--- src/rtl/sha256_round_ctrl.sv ---
// ============================================================================
// Module   : sha256_round_ctrl
// Purpose  : Sequences the SHA-256 compression datapath. It accepts message
//            blocks, steps the round counter, and raises the H-init and
//            H-update strobes and the digest flag.
// Revision : 1.0
// ============================================================================
`default_nettype none

module sha256_round_ctrl #(
    parameter int ROUNDS      = 64,
    parameter int SCHED_START = 16,
    parameter int RW          = 6
) (
    input  logic          clk,
    input  logic          rst_n,
    input  logic          msg_valid,
    input  logic          msg_first,
    input  logic          msg_last,
    output logic          msg_ready,
    input  logic          abort,
    input  logic          digest_ack,
    output logic          h_init,
    output logic          load_work,
    output logic          round_en,
    output logic [RW-1:0] round_idx,
    output logic          w_sel,
    output logic          h_update,
    output logic          busy,
    output logic          digest_valid
);

    typedef enum logic [1:0] {
        S_IDLE   = 2'd0,
        S_LOAD   = 2'd1,
        S_ROUND  = 2'd2,
        S_UPDATE = 2'd3
    } state_t;

    localparam logic [RW-1:0] C_LAST_IDX  = RW'(ROUNDS - 1);
    localparam logic [RW-1:0] C_SCHED_IDX = RW'(SCHED_START);

    state_t        state_q;
    logic [RW-1:0] idx_q;
    logic          chain_q;
    logic          last_q;
    logic          dv_q;

    logic w_accept;
    logic w_init;

    // abort has priority, so a block offered in the abort cycle is refused
    assign w_accept = (state_q == S_IDLE) && msg_valid && !abort;
    assign w_init   = w_accept && (msg_first || !chain_q);

    always_ff @(posedge clk or negedge rst_n) begin
        if (!rst_n) begin
            state_q <= S_IDLE;
            idx_q   <= '0;
            chain_q <= 1'b0;
            last_q  <= 1'b0;
            dv_q    <= 1'b0;
        end else if (abort) begin
            state_q <= S_IDLE;
            idx_q   <= '0;
            chain_q <= 1'b0;
            dv_q    <= 1'b0;
        end else begin
            if (digest_ack) begin
                dv_q <= 1'b0;
            end
            case (state_q)
                S_IDLE: begin
                    if (w_accept) begin
                        last_q  <= msg_last;
                        state_q <= S_LOAD;
                        if (w_init) begin
                            dv_q <= 1'b0;
                        end
                    end
                end
                S_LOAD: begin
                    idx_q   <= '0;
                    state_q <= S_ROUND;
                end
                S_ROUND: begin
                    // Counter parks on the last round; UPDATE clears it.
                    if (idx_q == C_LAST_IDX) begin
                        state_q <= S_UPDATE;
                    end else begin
                        idx_q <= idx_q + 1'b1;
                    end
                end
                S_UPDATE: begin
                    idx_q   <= '0;
                    state_q <= S_IDLE;
                    if (last_q) begin
                        dv_q    <= 1'b1;
                        chain_q <= 1'b0;
                    end else begin
                        chain_q <= 1'b1;
                    end
                end
                default: begin
                    state_q <= S_IDLE;
                end
            endcase
        end
    end

    assign msg_ready    = (state_q == S_IDLE);
    assign h_init       = w_init;
    assign load_work    = (state_q == S_IDLE) || (state_q == S_LOAD);
    assign round_en     = (state_q == S_ROUND);
    assign round_idx    = idx_q;
    assign w_sel        = (state_q == S_ROUND) && (idx_q >= C_SCHED_IDX);
    assign h_update     = (state_q == S_UPDATE);
    assign busy         = (state_q != S_IDLE);
    assign digest_valid = dv_q;

endmodule

`default_nettype wire
--- config.mk ---
export PLATFORM = sky130hd
export DESIGN_NAME = sha256_round_ctrl
export DESIGN_NICKNAME = d
export VERILOG_FILES = /design/src/rtl/sha256_round_ctrl.sv
export SDC_FILE = /design/constraint.sdc
export NUM_CORES = 1
export LEC_CHECK = 0
export ABC_AREA = 1
export ABC_CLOCK_PERIOD_IN_PS = 2000
export CAP_MARGIN = 10
export CELL_PAD_IN_SITES_DETAIL_PLACEMENT = 1
export CELL_PAD_IN_SITES_GLOBAL_PLACEMENT = 2
export CORE_MARGIN = 1.5
export CORE_UTILIZATION = 26
export CTS_BUF_LIST = sky130_fd_sc_hd__clkbuf_4 sky130_fd_sc_hd__clkbuf_8
export DETAILED_ROUTE_END_ITERATION = 7
export PLACE_DENSITY = 0.86
export SYNTH_ARGS = -nofsm -noshare
export SYNTH_HDL_FRONTEND = slang
export SYNTH_SLANG_ARGS = --single-unit
--- constraint.sdc ---
create_clock -name clk -period 2 [get_ports clk]
set_clock_uncertainty 0.1 [all_clocks]
set_input_delay 0.2 -clock clk [delete_from_list [all_inputs] [get_ports clk]]
set_output_delay 0.2 -clock clk [all_outputs]
set_load 0.05 [all_outputs]
# [Word level (Yosys, flattened, before mapping)]
# Cells that the tools add are included.
[totals] reg_bits=11 output_inout_bits=14 wordCells=47 inputBits=7
[op_classes] add_sub_neg=1 muxes=16 bitwise_logic=1 magnitude_cmp=1 reduce_logical=16 n_eq_ne=7
[ops] operator="6-bit two-way mux" count=2
[ops] operator="6-bit one-hot mux with 2 select lines" count=1
[ops] operator="1-bit two-way mux" count=8
[ops] operator="2-bit one-hot mux with 4 select lines" count=1
[ops] operator="6-bit by 1-bit adder with 6-bit output (second input constant)" count=1
[ops] operator="6-bit equality test (second input constant)" count=1
[ops] operator="6-bit by 5-bit greater-or-equal comparator with 1-bit output (second input constant)" count=1
[ops] operator="2-bit two-way mux" count=3
[ops] operator="2-bit equality test (second input constant)" count=2
[ops] operator="1-bit logical AND" count=4
[ops] operator="2-bit AND reduction" count=2
[ops] operator="2-bit nonzero test" count=2
[ops] operator="3-bit by 1-bit inequality test with 1-bit output (second input constant)" count=1
[ops] operator="3-bit by 2-bit inequality test with 1-bit output (second input constant)" count=1
[ops] operator="3-bit inequality test (second input constant)" count=1
[ops] operator="3-bit AND reduction" count=1
[ops] operator="3-bit nonzero test" count=1
[ops] operator="2-bit by 1-bit equality test with 1-bit output (second input constant)" count=1
[ops] operator="1-bit logical NOT" count=2
[ops] operator="2-bit logical NOT" count=1
[ops] operator="1-bit logical OR" count=2
[ops] operator="1-bit one-hot mux with 2 select lines" count=1
[ops] operator="2-bit OR reduction" count=1
[ops] operator="1-bit inverter" count=1

# [Logic depth before layout (Yosys ltp)]
# Gate-level depths: netlist of the first run.
[logic_depth] word_depth=8 ltp_mapped=10 mapped_depth_nobuf=10

# [Worst setup path after synthesis of the first run]
# OpenSTA, ideal clock, no wires.
[synth_timing] path_kind="reg2out" start="register state_q[0]" end="output h_init" path_buffers=0 arrival_time_ns=2.124 setup_slack_ns=-0.424 path_stages_with_launch=7 cell_sequence="dfrtp_1 inv_1 ha_1 inv_1 nor3_1 nand2_1 inv_1"
[synth_via] elab_chain_cells=4
[synth_rtl] item="from (decl)" line_no="43" rtl="state_t state_q;"
[synth_rtl] item="from (signal assigned)" line_no="58" rtl="state_q <= S_IDLE;"
[synth_rtl] item="from (signal assigned)" line_no="64" rtl="state_q <= S_IDLE;"
[synth_rtl] item="from (signal assigned)" line_no="76" rtl="state_q <= S_LOAD;"
[synth_rtl] item="2-bit logical NOT"
[synth_rtl] item="named net msg_ready" line_no="20" rtl="output logic msg_ready,"
[synth_rtl] item="1-bit logical AND (2 in a row)" line_no="53" rtl="assign w_accept = (state_q == S_IDLE) && msg_valid && !abort;"
[synth_rtl] item="1-bit logical AND" line_no="54" rtl="assign w_init = w_accept && (msg_first || !chain_q);"
[synth_rtl] item="to (decl)" line_no="23" rtl="output logic h_init,"
# The timed path passes the listed nets, and every way through them passes these cells.

# [Final worst setup path of the first run]
[layout_timing] start="register idx_q[2], in the netlist round_idx[2]" end="output round_idx[2]"
[layout_lines] item="from (decl)" line_no="44" rtl="logic [RW-1:0] idx_q;"
[layout_lines] item="from (signal assigned)" line_no="91" rtl="idx_q <= idx_q + 1'b1;"
[layout_lines] item="to (decl)" line_no="26" rtl="output logic [RW-1:0] round_idx,"
# No word-level cell between the ends.

==> results by stage, run 1 <==
Run status:
- The run finished with clean final reports.

Logic synthesis:
- The top-area cell type share of the netlist area is 38.39%.
- The netlist area before placement is 716.9 um^2.
- The most used flip-flop cell after synthesis is dfrtp_1.
- Sorting the synthesized cells by area gives the leading types as dfrtp_1 (38%), nand2_1 (15%), ha_1 (8.7%).
- The fraction of synthesis flops using an asynchronous set or reset pin is 100.0%.
- The synthesized design contains 0 enable-type register cells.
- Dividing the synthesized area by the synthesized cell count gives 7.627 um^2.
- Among all cell types in the netlist, the one instantiated most often is nand2_1.
- Of all cell types, the one taking the most synthesized area is dfrtp_1.
- The synthesized net count is 106.
- By count the netlist is led by nand2_1 (28), inv_1 (13), dfrtp_1 (11).
- The register bit count reported by yosys is 11.
- The unique cell type count in the Yosys netlist is 20.
- During synthesis, Yosys emitted a total of 0 warnings.
- Synthesis handed over a netlist of 94 instances.
- The sequential area share after synthesis is 38.39%.

STA:
- Measured against its own limit, the worst slew margin works out to 62.78%.
- The minimum clock period after layout is 1.921 ns.
- Across all hold checks on the routed design, the worst slack comes to 0.1750 ns.
- The actual slew at the worst max-slew pin is 0.5566 ns.
- Once routing completed, OpenROAD measured the worst setup slack at 0.07865 ns.
- Setup violations remaining at the end of the flow were counted as 0.
- The number of hold-slack violations in the final timing report was 0.
- For this run, the top clock speed supported by timing is 520.5 MHz.
- Setup repair after global routing left no endpoint under its margin.
- The number of max-slew violations in the final report is 0.
- Of the available clock period, the critical path in the final layout requires 96.07%.

Worst setup path:
- STA classifies the critical path endpoint as a primary output.
- The data required time of the critical path is 1.70 ns.
- The family of cells with the greatest summed delay on the critical path is buffers and inverters.
- In this design, the stage delay of the slowest critical-path cell is 0.86 ns.
- Data arrives at the worst endpoint at 1.62 ns.
- The buffer and inverter count on the worst path is 1.
- On the critical path, the stage with the largest delay is an instance of clkdlybuf4s50_1.
- The setup slack of the worst register-to-register path is 0.22 ns.
- The worst setup path is launched from a register.
- Along the worst path, the maximum fanout reaches 8.
- The startpoint-to-endpoint class of the critical path is reg -> out.
- Traced cell by cell, the critical path runs through clkdlybuf4s50_1.

Final layout:
- From synthesis to final layout, the design area changed by 44.33%.
- The total number of nets in the final design is 133.
- Cells with a size suffix above 1 make up 25.83% of the layout.
- The repair_antennas step left the layout with diodes totalling 0.
- The post-route non-filler standard cell count is 150.
- The finished cells cover 0.001035 mm^2.

Route:
- The number of remaining DRC errors is 0.
- After detailed routing, the average wire length per cell comes to 13.89 um.
- After detailed routing, the number of vias per cell comes to 4.813.
- The number of vias after detailed routing is 722.
- For this run, the detailed router's first-pass iteration total came to 2.
- For this block, the routed nets add up to 2084 um of wire.
- After the first detailed-routing iteration, the DRC count stood at 2.
- The post-detailed-route count of antenna-violating nets is 0.

Placement:
- After detailed placement, the design holds a cell count of 143.
- The standard cell area after detailed placement is 970.9 um^2.
- The HPWL after detailed placement is 1564 um.
- The setup slack at placement is 0.1591 ns.
- Input and output buffers added on the ports amount to 20.
- Routability-driven placement finished with a final weighted congestion of 0.8380.

Clocking:
- The number of H-tree levels is 1.
- The buffer depth of the longest clock path is 2.
- The number of CTS-inserted buffers is 3.
- The clock-pin slew on the worst setup and hold paths is 0.08 ns.
- The latest clock arrival within the worst-skew pair is 0.28 ns.
- For this design, the sink count on the clock tree is 11.
- TritonCTS built the clock tree.
- The clock root buffer is clkbuf_4.

Pwr:
- In this run, the combinational gates consume 61.3% of the power.
- The static leakage power is 0.4805 nW.
- The power share of the sequential group is 25.1%.
- The clock share of power is 13.7%.
- For this design the total switching power over the nets is 0.6452 mW.
- The share of total power consumed by net switching is 50.05%.
- Internal power comes to 0.6440 mW.
- The maximum vdd ir drop is 0.8934 mV.
- The areal power density over the cells is 1246 mW/mm^2.

Global routing:
- The first global-routing pass estimated 3663 um of wire.
- The initial antenna violation count is 0.
- The maximum number of pins on one net before global-route repair is 12.
- The number of global-route vias before repair was 771.
- For this run, the total global-route usage over all layers was measured as 15.28%.
- The residual overflow from global routing is 0.

Hold path:
- The tightest min-delay check is of the in -> async type.

Die:
- The placement row count is 18.
- Measured along the x axis, the die boundary spans 55.51 um.
- Measured along the y axis, the die boundary spans 55.51 um.
- The floorplan step defined a die boundary enclosing 0.003081 mm^2.
- The starting density of the core is 28.17%.
- During I/O placement, the number of pins put on the boundary was 21.
- The floorplan core area is 0.002545 mm^2.

Run:
- Across the run, the number of max-cap violations was 0.
-- final timing paths --
kind / from / to / cells past startpoint
min: rst_n / round_idx[4] / 1
min in group clk: last_q / chain_q / 1
max reg2reg: state_q[1] / round_idx[5] / 10
max: round_idx[2] / round_idx[2] / 1
min reg2reg: last_q / chain_q / 1
max in group asynchronous: rst_n / last_q / 1
-- power groups by stage --
stage | clock, mW | combinational [mW] | sequential [mW]
after floorplan | 0 | 0.509 | 0.366
after global placement | 0 | 0.726 | 0.322
after detailed placement | 0 | 0.745 | 0.326
after CTS | 0.180 | 0.761 | 0.324
after global routing | 0.192 | 0.857 | 0.336
final | 0.176 | 0.790 | 0.323
-- repair_timing --
| item | 4_1_cts | 5_1_grt |
|---|---|---|
| setup buffers | 0 | 3 |
| pin swaps | 0 | 2 |
| setup endpoints to repair | 1 | 1 |
| gates cloned | 0 | 0 |
| hold buffers | 0 | 0 |
| resized for setup | 3 | 1 |
-- stage by stage --
step	util, %	total power, mW	setup TNS, ns
floorplan	-	0.8742	-0.09341
global placement	38.15	1.048	0
detailed placement	38.15	1.071	0
CTS	39.77	1.266	0
global route	40.66	1.386	0
finish	40.66	1.289	0
-- metal layers --
layer / up-vias / wire (um) / GRT usage (%)
li1: 352 / - / -
met2: 20 / 1007 / 24.49
met5: - / 0 / 0
met4: 0 / 48 / 8.711
met3: 4 / 89 / 3.279
met1: 346 / 939 / 18.81
-- registers in the layout (all words and copies together) (netlist names) --
register and flops:
round_idx 6, state_q 2, chain_q 1, digest_valid 1, last_q 1
-- layout make-up --
cell class              instances  area [um^2]
clock buffers                   4        30.03
fillers                       325         1510
inverters                      14        56.30
multi-input cells              68        405.4
flip-flops and latches         11        275.3
well taps                      30        37.54
repair buffers                 23        230.2
-- cells in the final DEF (no fill, tap or decap), types with 4 or more instances in the layout --
master	n
clkdlybuf4s50_1	13
buf_4	8
nand2_1	28
ha_1	4
inv_1	10
o21ai_2	4
dfrtp_1	11
o21ai_0	4
nor2_1	5
nand3_1	5
clkbuf_4	4
-- logic make-up after synthesis --
logic type | Yosys count | share of synthesized area [%]
compound gates | 13 | 11.34
xor+xnor | 1 | 1.222
fa+ha+maj | 5 | 8.726
buf+inv | 15 | 8.900
flops | 11 | 38.39
mux | 1 | 1.571
simple gates | 48 | 29.84
Power figures use the tool's default switching activity.
==> run 2: changes to the inputs <==
==> constraint.sdc (replaced) <==
create_clock -name clk -period 2 [get_ports clk]
set_clock_uncertainty 0.1 [all_clocks]
set_input_delay 0.5 -clock clk [delete_from_list [all_inputs] [get_ports clk]]
set_output_delay 0.5 -clock clk [all_outputs]
set_load 0.05 [all_outputs]
==> run 2 against run 1 <==
Effect of this change:
- combinational power rose by 48%
- utilization rose by 9.0 points
- worst setup slack got worse by 0.18 ns
- flip-flop and latch count did not move
- the flow now finishes with violations (setup timing)
- register-to-register slack got worse by 0.10 ns
- cell count rose by 11%
==> results by stage, run 2 (synthesized netlist as in run 1, its figures left out) <==
Worst setup path:
- The type of origin of the critical path is a register.
- The startpoint identified for the worst register-to-register timing path is state_q[0].
- The largest fanout on the critical path is 3.
- The capturing element type of the critical path is a primary output.
- The setup slack of the worst register-to-register path is 0.12 ns.
- In this run the worst setup path terminates at h_init.
- The startpoint of the most critical setup path is state_q[0].
- The critical path is of the reg -> out type.
- The data required time of the critical path is 1.40 ns.
- The critical register-to-register path endpoint is round_idx[0].
- At the worst endpoint, the arrival time is 1.50 ns.
- The count of cells along the worst register-to-register path is 11.

STA:
- The number of hold-slack violations in the final timing report is 0.
- Setup violations remaining at the end of the flow were counted as 4.
- The minimum clock period after layout is 2.098 ns.
- The post-route setup TNS is -0.1748 ns.
- Setup repair after global routing could not meet its margin everywhere.
- The number of max-slew violations in the final report came to 0.
- In the finished design, the share of the clock period the worst path needs comes to 104.9%.
- The achievable frequency is 476.7 MHz.
- The worst path setup slack after routing is -0.09777 ns.
- At the pin with the least slew margin, the transition time is 0.5634 ns.
- The headroom to the max-slew limit is 62.32%.

Die:
- The floorplan core area is 0.002545 mm^2.
- The floorplan step set the die height to 55.51 um.
- The starting density of the core is 28.17%.
- The die outline area is 0.003081 mm^2.
- The number of top-level pins is 21.
- The horizontal extent of the die is 55.51 um.
- The placement row count is 18.

Pwr:
- The internal portion of the total power is 0.9242 mW.
- For this design the ratio of total power to cell area is 1326 mW/mm^2.
- In this run the static leakage power is 0.5935 nW.
- Combinational logic is responsible for 69.8% of the overall power.
- The net switching power is 0.7517 mW.
- Net switching is 44.85% of the power.
- The clock share of power is 11.2%.
- The worst-case IR drop observed on VDD is 0.9550 mV.
- The total power consumption of the routed design is 1.676 mW.
- The power share of the sequential group is 19.0%.

Clocking:
- The number of CTS-inserted buffers is 3.
- The number of H-tree levels is 1.
- CTS saw 11 sinks.
- The buffer depth of the longest clock path is 2.
- The later pin in the worst-skew pair is clocked with a latency of 0.29 ns.
- The clock-pin slew on the worst setup and hold paths is 0.09 ns.
- The clock root buffer is clkbuf_4.
- The clock tree from TritonCTS is built.
- The number of hold-repair buffers added at the cts stage is 0.

Final layout:
- Cells fill 49.66% of the core in the end.
- In the final design database the tool counted 150 nets.
- In the layout the commonest cells are nand2_1 (27), buf_4 (24), dfrtp_1 (11).
- The number of flip-flops in the largest register is 6.
- Summing all flip-flop and latch instances after layout gives 275.3 um^2.
- Relative to the synthesized area, the layout overhead comes to 76.26%.
- The library cell used most frequently in the layout, excluding fill and tap cells, is nand2_1.
- The filler cells instantiated in the layout total 304.
- The repair_antennas step left the layout with diodes totalling 0.
- The multi-input combinational cells in the finished layout cover a total of 445.4 um^2.
- The fraction of layout instances using a drive strength above 1 is 45.26%.

Route:
- The average wire length per cell after detail routing is 14.28 um.
- The length of the first detailed-routing pass in iterations is 4.
- The average via count per standard cell is 4.719.
- The total routed wirelength is 2384 um.
- After detailed routing, the number of remaining DRC violations is 0.
- After the first detailed-routing iteration, the DRC count stood at 12.
- Across all layers, the routed design uses 788 vias.
- The post-detailed-route count of antenna-violating nets is 0.

Global routing:
- The combined global-route utilization of all metal layers is 15.83%.
- The initial antenna violation count is 0.
- For this run the aggregate overflow at the end of global routing stands at 0.
- The number of global-route vias before repair came to 817.
- The first global-routing pass estimated 3801 um of wire.
- The maximum number of pins on one net before global-route repair is 12.

Hold path:
- The min-delay analysis places its worst path in the category reg -> reg.
- The origin of the worst min-delay path is last_q.

Placement:
- The port buffer count is 20.
- At the end of routability-driven placement, the weighted congestion stood at 0.7323.
- The setup slack at placement is -0.1337 ns.
- The post-DP HPWL is 1549 um.

Run:
- The number of max-capacitance violations reported is 0.

Run status:
- The final reports fail on setup timing.
- The run finished, with violations left.
==> run 2: cell types whose count changed in the layout (fill, tap and decap cells not counted), moves of 3 or more <==
| cell | delta |
|---|---|
| buf_4 | +16 |
| clkdlybuf4s50_1 | -9 |
| buf_12 | +5 |
| ha_1 | -3 |
| inv_1 | -3 |
==> run 2: how the worst min path moves through the flow <==
stage	end	slack (ns)	cells after the start
after CTS	chain_q	0.38	1
after floorplan	chain_q	0.10	0
after global placement	chain_q	0.36	1
after detailed placement	chain_q	0.37	1
final	chain_q	0.37	1
after global routing	chain_q	0.41	1
==> run 2: area by class of cell <==
type	count	area share, %
clock buffer	4	2.376
inverter	14	4.752
multi-input combinational	68	35.25
sequential	11	21.78
tap	30	2.970
timing repair buffer	40	32.87
==> run 2: power by group through the flow <==
stage	clock [mW]	sequential [mW]	combinational, mW
floorplan	0	0.368	0.518
global placement	0	0.322	0.907
detailed placement	0	0.327	0.919
CTS	0.183	0.316	1.07
global route	0.201	0.327	1.24
finish	0.187	0.318	1.17
==> run 2: stage by stage <==
step | area [um^2] | hold slack (ns) | cells
2_1_floorplan | 753.2 | 0.1044 | 94
3_3_place_gp | 1085 | 0.3596 | 150
3_5_place_dp | 1085 | 0.3750 | 150
4_1_cts | 1200 | 0.3849 | 161
5_1_grt | 1264 | 0.4096 | 167
6_report | 1264 | 0.3744 | 167
==> run 2: what timing repair did <==
action                                  4_1_cts  5_1_grt
buffers inserted                              7        6
pin swaps                                     3        3
cloned                                        0        0
endpoints found under the setup margin        3        4
resized for setup                            11        5
==> run 2: critical path: stages, from the launching register on <==
cell and delay (ns):
dfrtp_1 0.41, inv_2 0.09, ha_4 0.15, clkinvlp_4 0.10, nor3_4 0.14, nand2_2 0.09, clkinvlp_4 0.09, buf_12 0.13
==> run 2: routing by layer <==
metal / vias to the layer above / GRT usage, % / share of wire, %
met5: - / 0 / 0
met4: 0 / 7.666 / 2.9
met3: 7 / 3.279 / 3.4
met2: 14 / 26.02 / 52
met1: 383 / 19.59 / 42
li1: 384 / - / -
